--- src/rtl/kangaroo_video_pkg.sv ---
// Shared types, default raster timing and helpers for the Kangaroo video timing generator.
package kangaroo_video_pkg;

  localparam int CNT_W   = 9;
  localparam int STAGE_W = 4;
  localparam int STAGES  = 3;

  localparam int DEF_H_TOTAL      = 384;
  localparam int DEF_H_ACTIVE     = 256;
  localparam int DEF_H_SYNC_START = 288;
  localparam int DEF_H_SYNC_WIDTH = 32;
  localparam int DEF_V_TOTAL      = 264;
  localparam int DEF_V_ACTIVE     = 240;
  localparam int DEF_V_SYNC_START = 248;
  localparam int DEF_V_SYNC_WIDTH = 4;

  typedef logic [CNT_W-1:0] cnt_t;

  typedef enum logic [1:0] {
    V_ACT,
    V_FP,
    V_SYNC,
    V_BP
  } vphase_t;

  function automatic int to_int(cnt_t c);
    return {{(32-CNT_W){1'b0}}, c};
  endfunction

  function automatic bit timing_ok(int active, int sync_start, int sync_width, int total);
    return (active <= sync_start) && (sync_start + sync_width <= total) && (total <= 2**CNT_W);
  endfunction

endpackage

--- src/rtl/kangaroo_sync_gen_ls163.sv ---
// 74163-style synchronous 4-bit counter: clear beats load beats count; RCO gated by ENT.
module ls163 (
  input  logic       clk_i,
  input  logic       clr_n_i,
  input  logic       load_n_i,
  input  logic       enp_i,
  input  logic       ent_i,
  input  logic [3:0] d_i,
  output logic [3:0] q_o,
  output logic       rco_o
);

  logic [3:0] q_q, q_d;

  always_comb begin
    q_d = q_q;
    if (!load_n_i)             q_d = d_i;
    else if (enp_i && ent_i)   q_d = q_q + 4'd1;
  end

  // NOTE: state registers use non-blocking assignment so every flop samples pre-edge values.
  always_ff @(posedge clk_i) begin
    if (!clr_n_i) q_q <= 4'h0;
    else          q_q <= q_d;
  end

  assign q_o   = q_q;
  assign rco_o = ent_i && (q_q == 4'hF);

endmodule

--- src/rtl/kangaroo_sync_gen.sv ---
// Raster timing generator built from cascaded ls163 stages per axis.
// Optional KANGAROO_VBL_IRQ_EN adds the VBL_IRQ start-of-vblank pulse output.
module kangaroo_sync_gen
  import kangaroo_video_pkg::*;
#(
  parameter int H_TOTAL      = DEF_H_TOTAL,
  parameter int H_ACTIVE     = DEF_H_ACTIVE,
  parameter int H_SYNC_START = DEF_H_SYNC_START,
  parameter int H_SYNC_WIDTH = DEF_H_SYNC_WIDTH,
  parameter int V_TOTAL      = DEF_V_TOTAL,
  parameter int V_ACTIVE     = DEF_V_ACTIVE,
  parameter int V_SYNC_START = DEF_V_SYNC_START,
  parameter int V_SYNC_WIDTH = DEF_V_SYNC_WIDTH
) (
  input  logic             CLK,
  input  logic             CLR,
  input  logic             PIXEL_EN,
  output logic [CNT_W-1:0] HCOUNT,
  output logic [CNT_W-1:0] VCOUNT,
  output logic             HBLANK,
  output logic             VBLANK,
  output logic             HSYNC,
  output logic             VSYNC,
  output logic             LINE_END,
  output logic             FRAME_END
`ifdef KANGAROO_VBL_IRQ_EN
  ,
  output logic             VBL_IRQ
`endif
);

  if (!timing_ok(H_ACTIVE, H_SYNC_START, H_SYNC_WIDTH, H_TOTAL)) begin : g_bad_h
    $error("kangaroo_sync_gen: horizontal timing parameters out of range");
  end
  if (!timing_ok(V_ACTIVE, V_SYNC_START, V_SYNC_WIDTH, V_TOTAL)) begin : g_bad_v
    $error("kangaroo_sync_gen: vertical timing parameters out of range");
  end

  localparam int RAW_W = STAGE_W * STAGES;

  logic [RAW_W-1:0]  h_raw, v_raw;
  logic [STAGES-1:0] h_rco, v_rco, h_ent, v_ent;
  logic              h_last, v_last, v_step, h_load_n, v_load_n;
  cnt_t              h_adv, v_adv;

  logic    hblank_q, hsync_q, line_end_q, frame_end_q;
  logic    hblank_d, hsync_d, line_end_d, frame_end_d;
  vphase_t state_q, state_d;

  assign HCOUNT = h_raw[CNT_W-1:0];
  assign VCOUNT = v_raw[CNT_W-1:0];
  assign h_last = (to_int(HCOUNT) == H_TOTAL - 1);
  assign v_last = (to_int(VCOUNT) == V_TOTAL - 1);

  // The vertical chain steps on the same enabled edge that wraps the line.
  assign v_step   = PIXEL_EN && line_end_q;
  assign h_load_n = !(PIXEL_EN && h_last);
  assign v_load_n = !(PIXEL_EN && frame_end_q);
  assign h_ent    = {h_rco[STAGES-2:0], PIXEL_EN};
  assign v_ent    = {v_rco[STAGES-2:0], v_step};

  for (genvar i = 0; i < STAGES; i++) begin : g_stage
    ls163 u_h (
      .clk_i(CLK), .clr_n_i(CLR), .load_n_i(h_load_n), .enp_i(PIXEL_EN), .ent_i(h_ent[i]),
      .d_i(4'h0), .q_o(h_raw[i*STAGE_W +: STAGE_W]), .rco_o(h_rco[i])
    );
    ls163 u_v (
      .clk_i(CLK), .clr_n_i(CLR), .load_n_i(v_load_n), .enp_i(v_step), .ent_i(v_ent[i]),
      .d_i(4'h0), .q_o(v_raw[i*STAGE_W +: STAGE_W]), .rco_o(v_rco[i])
    );
  end

  logic unused_carry;
  assign unused_carry = ^{h_raw[RAW_W-1:CNT_W], v_raw[RAW_W-1:CNT_W], h_rco[STAGES-1], v_rco[STAGES-1]};

  // Counter values after an enabled edge; flags are derived from these so they line up with the counts.
  always_comb begin
    h_adv = h_last ? '0 : HCOUNT + cnt_t'(1);
    v_adv = VCOUNT;
    if (h_last) v_adv = v_last ? '0 : VCOUNT + cnt_t'(1);
  end

  // NOTE: every _d gets its hold value first, so no branch can leave it unassigned and infer a latch.
  always_comb begin
    hblank_d    = hblank_q;
    hsync_d     = hsync_q;
    line_end_d  = line_end_q;
    frame_end_d = frame_end_q;
    state_d     = state_q;
    if (PIXEL_EN) begin
      hblank_d    = to_int(h_adv) >= H_ACTIVE;
      hsync_d     = (to_int(h_adv) >= H_SYNC_START) && (to_int(h_adv) < H_SYNC_START + H_SYNC_WIDTH);
      line_end_d  = to_int(h_adv) == H_TOTAL - 1;
      frame_end_d = (to_int(h_adv) == H_TOTAL - 1) && (to_int(v_adv) == V_TOTAL - 1);
    end
    if (v_step) begin
      unique case (state_q)
        V_ACT:   if (to_int(v_adv) == V_SYNC_START) state_d = V_SYNC;
                 else if (to_int(v_adv) == V_ACTIVE) state_d = V_FP;
        V_FP:    if (to_int(v_adv) == V_SYNC_START) state_d = V_SYNC;
        V_SYNC:  if (v_adv == '0) state_d = V_ACT;
                 else if (to_int(v_adv) == V_SYNC_START + V_SYNC_WIDTH) state_d = V_BP;
        V_BP:    if (v_adv == '0) state_d = V_ACT;
        default: state_d = V_ACT;
      endcase
    end
  end

  always_ff @(posedge CLK) begin
    if (!CLR) begin
      hblank_q    <= 1'b0;
      hsync_q     <= 1'b0;
      line_end_q  <= 1'b0;
      frame_end_q <= 1'b0;
      state_q     <= V_ACT;
    end else begin
      hblank_q    <= hblank_d;
      hsync_q     <= hsync_d;
      line_end_q  <= line_end_d;
      frame_end_q <= frame_end_d;
      state_q     <= state_d;
    end
  end

  assign HBLANK    = hblank_q;
  assign HSYNC     = hsync_q;
  assign LINE_END  = line_end_q;
  assign FRAME_END = frame_end_q;
  assign VBLANK    = (state_q != V_ACT);
  assign VSYNC     = (state_q == V_SYNC);

`ifdef KANGAROO_VBL_IRQ_EN
  logic irq_q, irq_d;

  always_comb begin
    irq_d = irq_q;
    if (PIXEL_EN) irq_d = v_step && (to_int(v_adv) == V_ACTIVE);
  end

  always_ff @(posedge CLK) begin
    if (!CLR) irq_q <= 1'b0;
    else      irq_q <= irq_d;
  end

  assign VBL_IRQ = irq_q;
`endif

endmodule

--- config.mk ---
export PLATFORM = sky130hd
export DESIGN_NAME = kangaroo_sync_gen
export DESIGN_NICKNAME = d
export VERILOG_FILES = /design/src/rtl/kangaroo_video_pkg.sv /design/src/rtl/kangaroo_sync_gen_ls163.sv /design/src/rtl/kangaroo_sync_gen.sv
export SDC_FILE = /design/constraint.sdc
export NUM_CORES = 1
export LEC_CHECK = 0
export BUFFER_PORTS_ARGS = -buffer_cell sky130_fd_sc_hd__buf_2
export CORE_UTILIZATION = 45
export DETAILED_ROUTE_END_ITERATION = 8
export PLACE_DENSITY = 0.66
export RECOVER_POWER = 25
export SYNTH_ARGS = -nofsm -noshare
export SYNTH_HDL_FRONTEND = slang
export SYNTH_SLANG_ARGS = --single-unit
--- constraint.sdc ---
create_clock -name CLK -period 3.3 [get_ports CLK]
set_input_delay 0.495 -clock CLK [delete_from_list [all_inputs] [get_ports CLK]]
set_output_delay 0.495 -clock CLK [all_outputs]
set_load 0.05 [all_outputs]
==> key figures <==
Synth
  – Number of distinct library cells after synthesis: 50
  – Synth warn: 0
  – Cell area after synthesis: 1630 um^2
  – Primary FF master, synth: dfxtp_1
  – Post-synth net total: 211
  – Mean post-synth cell area: 8.08 um^2
  – Sequential fraction of the synthesis area: 29.4%
  – Synth async-reset ratio: 0%
  – Seq cells post-synth: 24
  – Syn Inst Count: 202
  – Post-synth EDFFs: 0

Route
  – DRT iter0 DRCs: 80
  – Via count: 1434
  – Final antenna-violating net count: 0
  – Drt total wl: 3440 um
  – Drt drc: 0
  – WL per Instance: 12.9 um
  – Vias per inst: 5.39
  – 1st-pass router iterations: 4

Setup path
  – WP data required: 3.54 ns
  – Worst setup SP type: flop
  – CP endpoint kind: flop
  – Crit path max fanout: 8
  – Worst setup path class: reg -> reg
  – WP data arrival: 2.91 ns

Cells and area
  – Ant. Diodes: 0
  – Share of layout cells above drive strength 1: 14.5%
  – Final nets: 230
  – Syn-to-layout area delta: 9.28%
  – Final instance area: 1780 um^2
  – Fill cells: 359

Floorplan
  – Die W: 62.2 um
  – Starting density of the core: 47.8%
  – Site Rows: 21
  – Core area: 3420 um^2
  – Count of boundary I/O pins: 27
  – DIE AREA: 3870 um^2
  – Die height: 62.2 um

Timing
  – Rel. slew slack: 49.2%
  – Final setup fails: 0
  – Slew @ Worst Pin: 0.763 ns
  – Fmax achieved: 375 MHz
  – Final Max Slew Viols: 0
  – RSZ-0062 raised after global routing: no
  – Min Tclk post-route: 2.67 ns
  – Clk_skew: 0.00472 ns
  – TNS Setup: 0 ns
  – Final hold vios: 0
  – Fin crit share: 80.9%

GRT
  – Gr usage total: 18.5%
  – Total gr overflow: 0
  – Number of antenna violations at the first check in global routing: 0
  – First-pass GRT wire length: 5830 um
  – Vias in the first global route: 1313
  – Largest net degree at the start of global routing: 19

Hold path
  – Worst min-delay path class: reg -> reg

Flow run
  – Max-capacitance violation count: 0

Pwr
  – Static Leak: 0.689 nW
  – Cell Pwr Density: 310 nW/um^2
  – Worst VDD drop: 0.243 mV

Placed design
  – I/O Buffers: 26
  – Routability Congestion: 0.900
  – Post-DP HPWL: 2520 um
  – DP Area: 1740 um^2

Outcome
  – Outcome: completed

Clocking
  – Clk sinks: 24
  – Clock Pin Slew Worst Setup and Hold Paths: 0.14 ns
  – Post-CTS Hold Buffers: 0
  – # resized after CTS: 0
  – Post-CTS setup buffer count: 0
  – Clock Path Buffers: 2
  – CTS Buf Count: 3
  – CTS HTree Levels: 1
  – TritonCTS clock tree: built
  – Clock root cell: clkbuf_4
  – Worst-skew pair later-pin latency: 0.33 ns
## cell usage after synthesis (5+ instances only)
cell / instances / area share [%]
nand4_1: 6 / 2.3
xor2_1: 11 / 5.9
o21ai_0: 7 / 2.1
nor2b_1: 5 / 1.9
inv_1: 6 / 1.4
clkbuf_1: 5 / 1.2
a21oi_1: 5 / 1.5
nand3_1: 11 / 3.4
xnor2_1: 8 / 4.3
nor2_1: 24 / 5.5
dfxtp_1: 24 / 29
nor3_1: 7 / 2.1
ha_1: 6 / 4.6
nand2_1: 23 / 5.3
## through the flow
stage               util (%)  power, mW  std cells  hold slack, ns  setup WS, ns
floorplan                  -      0.333        202           0.473         0.539
global placement        51.0      0.340        262           0.462         0.775
detailed placement      51.0      0.340        262           0.468         0.644
finish                  52.2      0.553        266           0.497         0.632
global route            52.2      0.577        266           0.484         0.417
CTS                     52.5      0.561        266           0.485         0.613
## per-layer routing
layer	GRT usage [%]	wire (um)	vias up	part of all wire, %
met3	3.31	138	6	4.0
li1	-	-	741	-
met1	23.7	1690	650	49
met2	30.5	1560	37	45
met4	7.27	42	0	1.2
met5	0	0	-	0
## cells in the final DEF, fill, tap and decap left out, types with 2 or more instances in the layout
cell / netlist / routed
clkbuf_4: 0 / 3
mux2i_1: 3 / 3
xnor2_1: 8 / 8
o2111ai_1: 2 / 2
ha_1: 6 / 6
clkbuf_1: 5 / 9
xor2_1: 11 / 11
or4_1: 2 / 2
nand4_1: 6 / 6
a21boi_0: 2 / 2
inv_1: 6 / 6
and3_1: 2 / 2
nand2_1: 23 / 23
nor2b_1: 5 / 5
o21ai_0: 7 / 7
nor3_1: 7 / 7
nand3_1: 11 / 11
nor2_1: 24 / 24
or3_1: 3 / 3
or2_2: 2 / 2
nand3b_1: 3 / 3
nand2b_1: 2 / 2
a21oi_1: 5 / 5
dfxtp_1: 24 / 24
and2_1: 3 / 2
buf_2: 2 / 17
## critical path, cell delays in order, from the launching register on
cell and delay, ns:
dfxtp_1 0.48, ha_1 0.33, nand4_4 0.17, nor2_1 0.41, o221ai_1 0.21, a22o_2 0.30, or4_1 0.52, o2111ai_1 0.10
nand2_1 0.07
## registers in the layout (all words and copies together) (netlist names)
name             cells
FRAME_END            1
g_stage.u_v.q_o      9
HSYNC                1
g_stage.u_h.q_o      9
state_q              2
HBLANK               1
LINE_END             1
## power by group
| part | leakage (nW) | total, mW | internal (mW) | switching, mW |
|---|---|---|---|---|
| registers | 0.194 | 0.299 | 0.293 | 0.00557 |
| clock network | 0.0279 | 0.219 | 0.123 | 0.0962 |
| logic | 0.467 | 0.0346 | 0.00916 | 0.0254 |
| total | 0.689 | 0.553 | 0.425 | 0.127 |
## path summary, 6_finish.rpt
check	slack [ns]	cells after the start	to	from
setup / recovery	0.63	8	state_q[0]$_SDFFE_PN0P_	g_stage[0].u_h.q_o[0]$_SDFFE_PP0P_
hold / removal	0.50	1	HBLANK$_SDFFE_PN0P_	HBLANK$_SDFFE_PN0P_
setup reg to reg	0.63	8	state_q[0]$_SDFFE_PN0P_	g_stage[0].u_h.q_o[0]$_SDFFE_PP0P_
hold reg to reg	0.50	1	HBLANK$_SDFFE_PN0P_	HBLANK$_SDFFE_PN0P_
## cell families (layout without fill, tap and decap cells)
| family | after synthesis | count (layout) | synth area share [%] |
|---|---|---|---|
| and+or+nand+nor | 100 | 100 | 32.4 |
| muxes | 4 | 4 | 2.53 |
| AOI/OAI and AO/OA | 31 | 31 | 14.7 |
| DFF | 24 | 24 | 29.4 |
| adders and majority gates | 6 | 6 | 4.60 |
| buffers and inverters | 18 | 36 | 6.13 |
| xor gates and xnor gates | 19 | 19 | 10.2 |
## cell type report
type	instances	area, um^2	area share [%]
well taps	46	57.6	3.23
flip-flops and latches	24	480	26.9
repair buffers	26	119	6.67
multi-input cells	160	1050	58.9
clock inverters	1	30.0	1.68
clock buffers	3	22.5	1.26
inverters	6	22.5	1.26
Note: power is estimated with default switching activity, not from simulation.
